### config.mk
export PLATFORM = sky130hd
export DESIGN_NAME = ascii_num_buffer
export DESIGN_NICKNAME = d
export VERILOG_FILES = /design/src/rtl/ascii_num_buffer_pkg.sv /design/src/rtl/ascii_num_buffer_dec.sv /design/src/rtl/ascii_num_buffer.sv
export SDC_FILE = /design/constraint.sdc
export NUM_CORES = 1
export LEC_CHECK = 0
export BUFFER_PORTS_ARGS = -buffer_cell sky130_fd_sc_hd__buf_2
export CAP_MARGIN = 40
export CORE_ASPECT_RATIO = 1.25
export CORE_MARGIN = 2
export CORE_UTILIZATION = 35
export CTS_CLUSTER_SIZE = 16
export DETAILED_ROUTE_END_ITERATION = 8
export PLACE_DENSITY = 0.53
export SLEW_MARGIN = 40
export SYNTH_ARGS = -nofsm -noshare
export SYNTH_HDL_FRONTEND = slang
export SYNTH_SLANG_ARGS = --single-unit
### constraint.sdc
create_clock -name clk -period 5.2 [get_ports clk]
set_input_delay 0.78 -clock clk [delete_from_list [all_inputs] [get_ports clk]]
set_output_delay 0.78 -clock clk [all_outputs]
set_load 0.01 [all_outputs]
### src/rtl/ascii_num_buffer_pkg.sv
// Shared types and character constants for the ASCII number receive buffer.
package ascii_num_buffer_pkg;

  typedef enum logic [1:0] {
    IDLE,
    SIGN,
    DIGITS,
    DISCARD
  } parse_state_t;

  localparam logic [7:0] CH_MINUS = 8'h2D;
  localparam logic [7:0] CH_SPACE = 8'h20;
  localparam logic [7:0] CH_COMMA = 8'h2C;
  localparam logic [7:0] CH_CR    = 8'h0D;
  localparam logic [7:0] CH_LF    = 8'h0A;
  localparam logic [7:0] CH_0     = 8'h30;
  localparam logic [7:0] CH_9     = 8'h39;

  // Largest magnitude kept; 2^31 is the only value that fits negative but not positive.
  localparam logic [35:0] MAG_LIMIT = 36'h0_8000_0000;

  function automatic logic is_sep_char(input logic [7:0] c);
    return (c == CH_SPACE) || (c == CH_COMMA) || (c == CH_CR) || (c == CH_LF);
  endfunction

  function automatic logic is_digit_char(input logic [7:0] c);
    return (c >= CH_0) && (c <= CH_9);
  endfunction

endpackage

### src/rtl/ascii_num_buffer_dec.sv
// Decimal accumulate step: mag*10 + d with saturation at MAG_LIMIT.
module dec_digit_acc
  import ascii_num_buffer_pkg::*;
(
  input  logic [31:0] mag,
  input  logic [3:0]  digit,
  output logic [31:0] next_mag,
  output logic        sat
);

  logic [35:0] wide;

  // Shift-add multiply by ten; 36 bits cannot overflow since mag never exceeds 2^31.
  always_comb begin
    wide     = ({4'd0, mag} << 3) + ({4'd0, mag} << 1) + {32'd0, digit};
    sat      = (wide > MAG_LIMIT);
    next_mag = sat ? MAG_LIMIT[31:0] : wide[31:0];
  end

endmodule

### src/rtl/ascii_num_buffer.sv
// Parses signed decimal integers from a UART byte stream into a small
// zero-on-clear register buffer read through rd_addr/rd_data.
//
// state   | meaning
// IDLE    | between tokens, waiting for a digit or minus
// SIGN    | minus seen, waiting for the first digit
// DIGITS  | accumulating magnitude of the current token
// DISCARD | malformed token, skipping until a separator
module ascii_num_buffer
  import ascii_num_buffer_pkg::*;
#(
  parameter int DEPTH       = 16,
  parameter int ADDR_WIDTH  = $clog2(DEPTH),
  parameter int COUNT_WIDTH = 11
) (
  input  logic                   clk,
  input  logic                   rst_n,
  input  logic [7:0]             rx_data,
  input  logic                   rx_valid,
  input  logic                   flush,
  input  logic                   clear,
  input  logic [ADDR_WIDTH-1:0]  rd_addr,
  output logic [31:0]            rd_data,
  output logic [COUNT_WIDTH-1:0] num_count,
  output logic                   fmt_err,
  output logic                   range_err,
  output logic                   full_err
);

  parse_state_t state;
  logic [31:0]  mag;
  logic         neg;
  logic [31:0]  entries [DEPTH];

  logic         is_digit;
  logic         is_minus;
  logic         is_sep;
  logic [3:0]   digit;
  logic [31:0]  acc_next;
  logic         acc_sat;

  logic         commit_en;
  logic         commit_sat;
  logic [31:0]  commit_val;
  logic         has_room;
  logic         wr_en;
  logic [ADDR_WIDTH-1:0] wr_idx;
  logic         rd_hit;
  logic         rd_fwd;

  dec_digit_acc u_acc (
    .mag      (mag),
    .digit    (digit),
    .next_mag (acc_next),
    .sat      (acc_sat)
  );

  // Byte classification and commit value selection.
  always_comb begin
    is_digit  = is_digit_char(rx_data);
    is_minus  = (rx_data == CH_MINUS);
    is_sep    = is_sep_char(rx_data);
    digit     = rx_data[3:0];

    commit_en = (state == DIGITS) && !clear && (flush || (rx_valid && is_sep));
    commit_sat = 1'b0;
    if (neg) begin
      commit_val = -mag;
    end else if ({4'd0, mag} == MAG_LIMIT) begin
      commit_val = 32'h7FFF_FFFF;
      commit_sat = commit_en;
    end else begin
      commit_val = mag;
    end

    has_room = (num_count < COUNT_WIDTH'(DEPTH));
    wr_en    = commit_en && has_room;
    wr_idx   = num_count[ADDR_WIDTH-1:0];
    rd_hit   = (COUNT_WIDTH'(rd_addr) < num_count);
    rd_fwd   = wr_en && (COUNT_WIDTH'(rd_addr) == num_count);
  end

  // Token parser FSM; clear beats flush, flush beats an incoming byte.
  always_ff @(posedge clk) begin
    if (!rst_n || clear) begin
      state     <= IDLE;
      mag       <= '0;
      neg       <= 1'b0;
      fmt_err   <= 1'b0;
      range_err <= 1'b0;
    end else begin
      if (commit_sat) range_err <= 1'b1;
      if (flush) begin
        state <= IDLE;
      end else if (rx_valid) begin
        unique case (state)
          IDLE: begin
            if (is_digit) begin
              state <= DIGITS;
              mag   <= {28'd0, digit};
              neg   <= 1'b0;
            end else if (is_minus) begin
              state <= SIGN;
              mag   <= '0;
              neg   <= 1'b1;
            end else if (!is_sep) begin
              state   <= DISCARD;
              fmt_err <= 1'b1;
            end
          end
          SIGN: begin
            if (is_digit) begin
              state <= DIGITS;
              mag   <= {28'd0, digit};
            end else if (is_sep) begin
              state <= IDLE;
            end else begin
              state   <= DISCARD;
              fmt_err <= 1'b1;
            end
          end
          DIGITS: begin
            if (is_digit) begin
              mag <= acc_next;
              if (acc_sat) range_err <= 1'b1;
            end else if (is_sep) begin
              state <= IDLE;
            end else begin
              state   <= DISCARD;
              fmt_err <= 1'b1;
            end
          end
          DISCARD: begin
            if (is_sep) state <= IDLE;
          end
          default: state <= IDLE;
        endcase
      end
    end
  end

  // Entry storage, fill count and write-first registered read port.
  always_ff @(posedge clk) begin
    if (!rst_n || clear) begin
      num_count <= '0;
      full_err  <= 1'b0;
      rd_data   <= '0;
      for (int i = 0; i < DEPTH; i++) entries[i] <= '0;
    end else begin
      if (commit_en) begin
        if (has_room) begin
          entries[wr_idx] <= commit_val;
          num_count       <= num_count + COUNT_WIDTH'(1);
        end else begin
          full_err <= 1'b1;
        end
      end
      if (rd_fwd) rd_data <= commit_val;
      else if (rd_hit) rd_data <= entries[rd_addr];
      else rd_data <= '0;
    end
  end

endmodule

# Word-level counts from Yosys, hierarchy flattened
# Memory sizes are Yosys's and may differ from the RTL's.
# Cells that the tools add are included.
[totals]
register_bits = 81
mem_bits_rw = 512
in_bits = 17
out_inout_bits = 46
wordCells = 107
n_memories = 1
[classes]
addsub = 4
magnitude_cmp = 5
n_eq_ne = 19
mux = 42
n_bitwise = 2
n_reduce_logical = 26
[mem_list]
columns = ["memory", "depth", "word_bits", "read_ports", "rd_clocked_by_memory_dff", "wr", "line", "text"]
rows = [
  ["entries", 16, 32, 1, 0, 16, "ascii_num_buffer.sv:33", "logic [31:0] entries [DEPTH];"],
]
[ops]
columns = ["op", "count"]
rows = [
  ["2-to-1 mux 32 bit", 10],
  ["case mux 32 bit (3 select lines)", 1],
  ["adder 35 x 33 -> 36 bit", 1],
  ["adder 36 x 4 -> 36 bit", 1],
  ["greater-than comparator 36 x 32 -> 1 bit (second input constant)", 1],
  ["equality test 32 bit (second input constant)", 1],
  ["negation 32 bit", 1],
  ["OR reduction 32 bit", 1],
  ["equality test 8 x 6 -> 1 bit (second input constant)", 3],
  ["2-to-1 mux 1 bit", 21],
  ["equality test 8 x 4 -> 1 bit (second input constant)", 2],
  ["2-to-1 mux 2 bit", 7],
  ["!= test 2 bit (second input constant)", 7],
  ["AND reduction 6 bit", 2],
  ["adder 11 x 1 -> 11 bit (second input constant)", 1],
  ["equality test 4 x 11 -> 1 bit", 1],
  ["less-than comparator 11 x 5 -> 1 bit (second input constant)", 1],
  ["less-than comparator 4 x 11 -> 1 bit", 1],
  ["greater-or-equal comparator 8 x 6 -> 1 bit (second input constant)", 1],
  ["less-or-equal comparator 8 x 6 -> 1 bit (second input constant)", 1],
  ["case mux 2 bit (4 select lines)", 1],
  ["AND reduction 4 bit", 2],
  ["logical AND 1 bit", 6],
  ["logical OR 1 bit", 5],
  ["13 further kinds", 19],
]

# Depth between registers and ports, before layout
# Gate-level depths: netlist (run 1).
[depth]
word_depth = 15
ltp_mapped = 14
ltp_nobuf = 13

# Hierarchy
# From an unflattened synthesis (run 1), not the netlist that was laid out.
[unflattened]
cells_unflattened = 2213
area_unflattened_um2 = 28676.3
[by_module_without_submodules]
columns = ["module", "n_inst", "cells_each", "area_each_um2", "seq_area_each_um2"]
rows = [
  ["ascii_num_buffer", 1, 1833, 25969.9, 16996.3],
  ["dec_digit_acc", 1, 380, 2706.3, 0.0],
]

# Worst setup path before layout (run 1)
# Ideal clock, no wire load.
[synth_timing]
kind = "input -> register"
start = "input port rx_data[3]"
end = "register mag[15]"
setup_ns = 0.061
t_arrival_ns = 4.187
required_time_ns = 5.139
setup_slack_ns = 0.952
path_stages = 11
path_buffers = 1
path_cell_list = "inv_1 > fa_1 > fa_1 > or4b_2 > a2111oi_0 > o2111ai_1 > a2111oi_0 > nand4_1 > o31ai_1 > clkbuf_1 > a32o_1"
[synth_via]
elab_chain_len = 5
word_cells_on_any_way = 14
cone_classes = "add/sub (1); order compare (3); eq/ne (4); mux (4); reduce/logical (2)"
[synth_rtl]
columns = ["element", "line", "text"]
rows = [
  ["from (decl)", "ascii_num_buffer.sv:18", "input logic [7:0] rx_data,"],
  ["adder 36 x 4 -> 36 bit", "ascii_num_buffer_dec.sv:15", "wide = ({4'd0, mag} << 3) + ({4'd0, mag} << 1) + {32'd0, digit};"],
  ["greater-than comparator 36 x 32 -> 1 bit", "ascii_num_buffer_dec.sv:16", "sat = (wide > MAG_LIMIT);"],
  ["2-to-1 mux 32 bit", "ascii_num_buffer_dec.sv:17", "next_mag = sat ? MAG_LIMIT[31:0] : wide[31:0];"],
  ["2-to-1 mux 32 bit", "ascii_num_buffer.sv:123", "if (is_digit) begin"],
  ["case mux 32 bit (3 select lines)", "ascii_num_buffer.sv:96", "unique case (state)"],
  ["to (signal assigned)", "ascii_num_buffer.sv:100", "mag <= {28'd0, digit};"],
  ["to (signal assigned)", "ascii_num_buffer.sv:114", "mag <= {28'd0, digit};"],
  ["to (signal assigned)", "ascii_num_buffer.sv:124", "mag <= acc_next;"],
  ["to (decl)", "ascii_num_buffer.sv:31", "logic [31:0] mag;"],
]
# Parallel ways exist; a longest one is shown, timed or not. The select of a mux whose other input is x is not followed.
# A chain may end at the register's enable or synchronous reset.

# Worst setup path in the final report (run 1)
[layout_timing]
start = "register mag[3]"
end = "register rd_data[8]"
[layout_via]
elab_chain_len = 4
word_cells_on_any_way = 5
cone_classes = "add/sub (1); eq/ne (1); mux (3)"
[layout_rtl]
columns = ["element", "line", "text"]
rows = [
  ["parallel branches: the longest is 2 deep, another holds negation 32 bit", "n/a", ""],
  ["2-to-1 mux 32 bit (*)", "ascii_num_buffer.sv:67", "if (neg) begin"],
  ["2-to-1 mux 32 bit (*)", "ascii_num_buffer.sv:158", "if (rd_fwd) rd_data <= commit_val;"],
  ["to (signal assigned)", "ascii_num_buffer.sv:158", ""],
  ["to (signal assigned)", "ascii_num_buffer.sv:159", "else if (rd_hit) rd_data <= entries[rd_addr];"],
  ["to (decl)", "ascii_num_buffer.sv:23", "output logic [31:0] rd_data,"],
]
# Every way passes the cells marked *.

==> results.toml, run 1 <==
[placement]
dpl_cell_area_mm2 = 0.03050
hpwl_mm = 53.31
routabilityCongestion = 0.8364
io_buffers = 62
place_inst = 3284

[critical_path]
cp_max_fo = 18
worstPathRequired_ns = 5.75
endpoint_kind = "flop"
arrival_ns = 4.93
crit_type = "flop to flop"
crit_path_start_kind = "flop"

[cells_and_area]
n_antenna_cell = 0
regArea_mm2 = 0.01700
fill_cells = 7629
multi_input_area_mm2 = 0.01106
syn2layout_area_growth_pct = 13.70
finish.instance_area_mm2 = 0.03249
final_cells = 3394
final_common_cell = "nor2_1"
layout.nets = 2369
layout_common_cells = "nor2_1 (584), edfxtp_1 (512), mux4_2 (160)"
drive_gt1_frac = 0.2096

[timing]
tns_ns = 0
fin_crit_ns = 4.383
tightest_slew_ns = 0.8543
slew_violations = 0
setup_viol = 0
hold_viol = 0
slew-limit-headroom = 0.4305
period_share = 0.8430
max_freq_ghz = 0.2281
finClkSkew_ns = 0.01346
grt_setup_unrepaired = "false"

[synth]
synth_xor_area_frac = 0.005211
synth.area.mux_share = 0.1354
synthCells = 2239
synth-simple-area-share = 0.1386
synth_top_family_by_area = "simple AND/OR/NAND/NOR gates"
dominantRegCellSynth = "edfxtp_1"
ys_ff_latch = 593
async_flop_share = 0
yosysTopAreaCell = "edfxtp_1"
synth_compound_area_frac = 0.06481
yosysUniqueCellTypes = 75
synthesis.area_mm2 = 0.02857
synth_edf_count = 512
synth_top_area_share = 0.5381
synth_nets = 2334
yosys_warnings = 0
syn_avg_cell_area_um2 = 12.76
seq_area_frac_synth = 0.5949
yosys.area_share.adder = 0.03468
synthTopCellsByArea = "edfxtp_1 (54%), mux4_2 (13%), nor2_1 (7.7%)"

[power_and_ir_drop]
internal_power_mw = 8.075
powerDensity_mw_per_mm2 = 316.6
static-leakage-power_nw = 11.77
p_sw_mw = 2.210
pwr-share-comb = 0.052
clkPwrFrac = 0.428
swShare = 0.2148
seq_power_share = 0.521
peakVddDrop_mv = 0.2571

[routing]
routed_wl_mm = 82.69
drt_iter0_markers = 1324
drc = 0
vias = 18784
wl_per_cell_um = 24.36
via_per_inst = 5.534
first_pass_iters = 5
postRouteAntennaNets = 0

[clock_network]
clk_pin_slew_ns = 0.06
clock_latency_ns = 0.63
cts.repair.resized = 0
root_buffer = "clkbuf_16"
cts_tree = "done"
post-cts-setup-buffers = 0
clock_sinks = 593
cts_buffers = 59
ctsHoldBuffers = 0
clockBufferDepth = 3
htreeDepth = 2

[grt]
grt_max_degree = 55
antenna_found_initial = 1
grt_pass1_wl_mm = 124.2
grt_usage = 0.1988
overflow = 0
first_global_vias = 19295

[min_path]
hp-class = "input pin to flop"

[flow_run]
drv_cap = 0

[floorplan]
row_count = 117
ios = 63
die_h_um = 323.4
die_area_mm2 = 0.08395
die_w_um = 259.6
initial_utilization = 0.3523
coreArea_mm2 = 0.08110

[outcome]
status = "finished clean"
critical path, cell delays in order (launching register included):
cell	delay, ns
dfxtp_1	0.41
or4_4	0.56
nor3_1	0.54
nand4_1	0.40
nor3_1	0.60
and2_1	0.75
nor3_1	0.11
a21o_1	0.46
nand2b_1	0.27
a21oi_1	0.17
cell usage after synthesis (all sizes together) (6+ instances only):
| cell type | instances |
|---|---|
| nand2 | 88 |
| o21a | 13 |
| a22o | 6 |
| mux4 | 160 |
| and3 | 17 |
| nor2b | 10 |
| nand3 | 37 |
| a32o | 15 |
| nor2 | 587 |
| or3 | 16 |
| mux2 | 19 |
| nand2b | 16 |
| a21oi | 60 |
| edfxtp | 512 |
| inv | 27 |
| nor3 | 31 |
| xnor2 | 8 |
| nand4 | 19 |
| buf | 26 |
| ha | 76 |
| and2 | 25 |
| or3b | 11 |
| o31a | 6 |
| or4 | 7 |
| o31ai | 9 |
| dfxtp | 81 |
| o21ai | 69 |
| xor2 | 9 |
| a21o | 25 |
| nor3b | 9 |
| clkbuf | 143 |
| nor4 | 8 |
| and4 | 6 |
sequential cells by signal, summed over array words and instances, names as in the netlist:
register   cells
entries      512
fmt_err        1
full_err       1
mag           32
neg            1
num_count     11
range_err      1
rd_data       32
state          2
path summary, 6_finish.rpt:
check,endpoint,slack [ns],start,cells past startpoint
max,rd_data[8],0.82,mag[3],9
min,state[0],0.37,flush,2
min reg2reg,num_count[5],0.48,num_count[5],1
max reg2reg,rd_data[8],0.82,mag[3],9
power groups by stage:
stage | Combinational [mW] | Clock, mW | Sequential, mW
4_1_cts | 0.540 | 4.47 | 5.36
6_report | 0.531 | 4.40 | 5.36
3_5_place_dp | 0.539 | 0 | 5.46
5_1_grt | 0.564 | 4.62 | 5.37
2_1_floorplan | 0.338 | 0 | 5.45
3_3_place_gp | 0.535 | 0 | 5.45
kinds of logic after synthesis:
| logic type | count (synthesis) |
|---|---|
| adders and majority gates | 78 |
| xor gates and xnor gates | 17 |
| DFF | 593 |
| AOI/OAI and AO/OA | 272 |
| and+or+nand+nor | 899 |
| buffers and inverters | 196 |
| muxes | 184 |
metal layers:
layer,global-route usage,up-vias,part of all wire
met5,0,-,0
met2,0.3733,499,0.54
met4,0.05581,0,0.025
met3,0.02225,113,0.042
met1,0.2385,9736,0.40
li1,-,8436,-
area by class of cell:
| cell class | instances | share of cell area |
|---|---|---|
| inverters | 27 | 0.003120 |
| flip-flops and latches | 593 | 0.5232 |
| well taps | 1071 | 0.04125 |
| clock inverters | 29 | 0.009167 |
| clock buffers | 81 | 0.05146 |
| repair buffers | 143 | 0.03135 |
| multi-input cells | 1450 | 0.3405 |
stage by stage:
stage               setup WS [ns]  total power [mW]  hold WS [ns]  utilization
global route               0.5230             10.56        0.3492       0.4006
global placement           0.3190             5.983        0.4646       0.3755
finish                     0.8167             10.29        0.3660       0.4006
CTS                        0.6805             10.37        0.3251       0.4004
floorplan                  0.9521             5.784        0.4787            -
detailed placement         0.3490             6.000        0.4738       0.3761
Note: power is estimated with default switching activity, not from simulation.
==> inputs of run 2 (changes only) <==
--- a/config.mk
+++ b/config.mk
@@ -12,7 +12,7 @@
 export CORE_UTILIZATION = 35
 export CTS_CLUSTER_SIZE = 16
 export DETAILED_ROUTE_END_ITERATION = 8
-export PLACE_DENSITY = 0.53
+export PLACE_DENSITY = 0.54
 export SLEW_MARGIN = 40
 export SYNTH_ARGS = -nofsm -noshare
 export SYNTH_HDL_FRONTEND = slang
==> constraint.sdc (replaced) <==
create_clock -name clk -period 3.7 [get_ports clk]
set_input_delay 0.555 -clock clk [delete_from_list [all_inputs] [get_ports clk]]
set_output_delay 0.555 -clock clk [all_outputs]
set_load 0.01 [all_outputs]
==> run 2 against run 1 <==
Highest routed layer is now met5. Die area is the same. Final cell count grew 4.9%. Critical path depth grew 7. The flow now finishes with violations (negative setup slack). Via count grew 5.4%. Critical path type unchanged. Largest power group unchanged. Worst hold slack lost 0.21 ns. Routed wire length grew 7.2%. Sequential cell count is the same.
==> results.toml, run 2 (same netlist as run 1, synthesis figures left out) <==
[floorplan]
die_area_mm2 = 0.08395
ios = 63
coreArea_mm2 = 0.08110
die_w_um = 259.6
row_count = 117
initial_utilization = 0.3523
die_h_um = 323.4

[placement]
routabilityCongestion = 0.8786
io_buffers = 62
hpwl_mm = 56.24
preCtsSetupSlack_ns = -0.7270
place_inst = 3429

[cells_and_area]
drive_gt1_frac = 0.2787
syn2layout_area_growth_pct = 20.62
layout_common_cells = "nor2_1 (583), edfxtp_1 (512), buf_4 (197)"
final_common_cell = "nor2_1"
final_cells = 3561
n_antenna_cell = 0
multi_input_area_mm2 = 0.01132
regArea_mm2 = 0.01700
largest_reg_flops = 512
layout.nets = 2538
top_register = "entries"
top_regs = "entries: 512 flops, mag: 32 flops, rd_data: 32 flops"
fill_cells = 7523

[timing]
finClkSkew_ns = 0.02321
fin_ws_ns = -0.3165
whs_ns = 0.1590
period_share = 1.086
tightest_slew_ns = 0.7369
grt_setup_unrepaired = "true"
fin_crit_ns = 4.016
hold_viol = 0
max_freq_ghz = 0.2490
tns_ns = -6.604
slew-limit-headroom = 0.5071
setup_viol = 22
slew_violations = 0

[critical_path]
crit_type = "flop to flop"
crit_end = "mag[7]"
crit_path_start_kind = "flop"
setup.worst_path.start = "mag[2]"
arrival_ns = 4.56
rr_worst_depth = 16
r2r_setup_slack_ns = -0.32
endpoint_kind = "flop"
slowest_stage = "fa_2"
r2r_end = "mag[7]"
r2r_start = "mag[2]"
worstPathRequired_ns = 4.25
path_cells = "inv_2, fa_2, buf_6, inv_4, ha_4, a21o_1, nand4_1, a211oi_2, or3_4, a311o_1, a2111oi_2, nand4_1, o31ai_4, buf_12, buf_12, a32o_1"
cp_max_fo = 6
crit_path_max_incr_delay_ns = 0.60

[power_and_ir_drop]
swShare = 0.2166
pwr-share-comb = 0.056
internal_power_mw = 11.45
clkPwrFrac = 0.429
peakVddDrop_mv = 0.3546
p_sw_mw = 3.165
static-leakage-power_nw = 12.84
seq_power_share = 0.515
power.total_mw = 14.62
powerDensity_mw_per_mm2 = 424.1

[routing]
drc = 0
routed_wl_mm = 88.67
wl_per_cell_um = 24.90
postRouteAntennaNets = 0
via_per_inst = 5.560
vias = 19798
drt_iter0_markers = 1578
first_pass_iters = 5

[clock_network]
clock_sinks = 593
cts_tree = "done"
root_buffer = "clkbuf_16"
clk_pin_slew_ns = 0.06
htreeDepth = 3
ctsHoldBuffers = 0
cts_buffers = 66
clock_latency_ns = 0.61
clockBufferDepth = 3

[grt]
grt_max_degree = 129
antenna_found_initial = 2
grt_usage = 0.2136
overflow = 0
first_global_vias = 20215
grt_pass1_wl_mm = 131.1

[min_path]
hp-class = "input pin to flop"

[flow_run]
drv_cap = 0

[outcome]
status = "complete, but fails checks"
failed_checks = "negative setup slack"
-- run 2: cell count changes in the layout (fill, tap and decap cells not counted), moves of 4 or more --
| cell | previous run | this run |
|---|---|---|
| clkbuf_16 | 61 | 70 |
| clkbuf_1 | 13 | 20 |
| o21ai_1 | 0 | 5 |
| o21ai_2 | 0 | 4 |
| bufinv_16 | 6 | 2 |
| inv_1 | 27 | 23 |
| o21ai_0 | 69 | 60 |
| clkbuf_8 | 8 | 4 |
| buf_6 | 3 | 9 |
| buf_12 | 5 | 36 |
| buf_4 | 72 | 197 |
-- run 2: final cells by class --
type,instances,area share
multi-input cells,1450,0.3285
inverters,27,0.003231
well taps,1071,0.03888
clock inverters,23,0.005264
flip-flops and latches,593,0.4932
repair buffers,305,0.07740
clock buffers,92,0.05348
-- run 2: power groups by stage --
stage	Clock, mW	Combinational, mW	Sequential, mW
2_1_floorplan	0	0.475	7.65
3_3_place_gp	0	0.817	7.65
3_5_place_dp	0	0.819	7.67
4_1_cts	6.39	0.824	7.53
5_1_grt	6.62	0.855	7.55
6_report	6.27	0.817	7.53
-- run 2: per-stage QoR --
stage	utilization	cell area [um2]
floorplan	-	28610
CTS	0.4222	34240
finish	0.4249	34460
global placement	0.3936	31920
detailed placement	0.3939	31950
global route	0.4249	34460
-- run 2: critical path, delay by kind of cell, from the launching register on --
family	cells	cell delay (ns)
simple gates	3	0.79
buf+inv	5	0.48
fa+ha+maj	2	0.79
flops	1	0.33
compound gates	6	1.58
-- run 2: worst min-delay path by stage --
stage	startpoint	endpoint	slack, ns	cells after the start
2_1_floorplan	num_count[4]	num_count[4]	0.48	2
3_3_place_gp	num_count[9]	num_count[9]	0.47	1
3_5_place_dp	fmt_err	fmt_err	0.47	2
4_1_cts	flush	state[0]	0.13	2
5_1_grt	flush	state[0]	0.15	2
6_report	flush	state[0]	0.16	2
-- run 2: routing by layer --
layer  part of all wire  GRT usage
met1               0.39     0.2593
met4              0.039    0.08455
met2               0.52     0.3847
met3              0.051    0.02586
met5            0.00015          0
-- run 2: repair_timing --
item | CTS | global route
pin swaps | 12 | 30
setup buffers | 8 | 8
gates cloned | 2 | 1
gates resized for setup | 30 | 39
endpoints found under the setup margin | 23 | 27
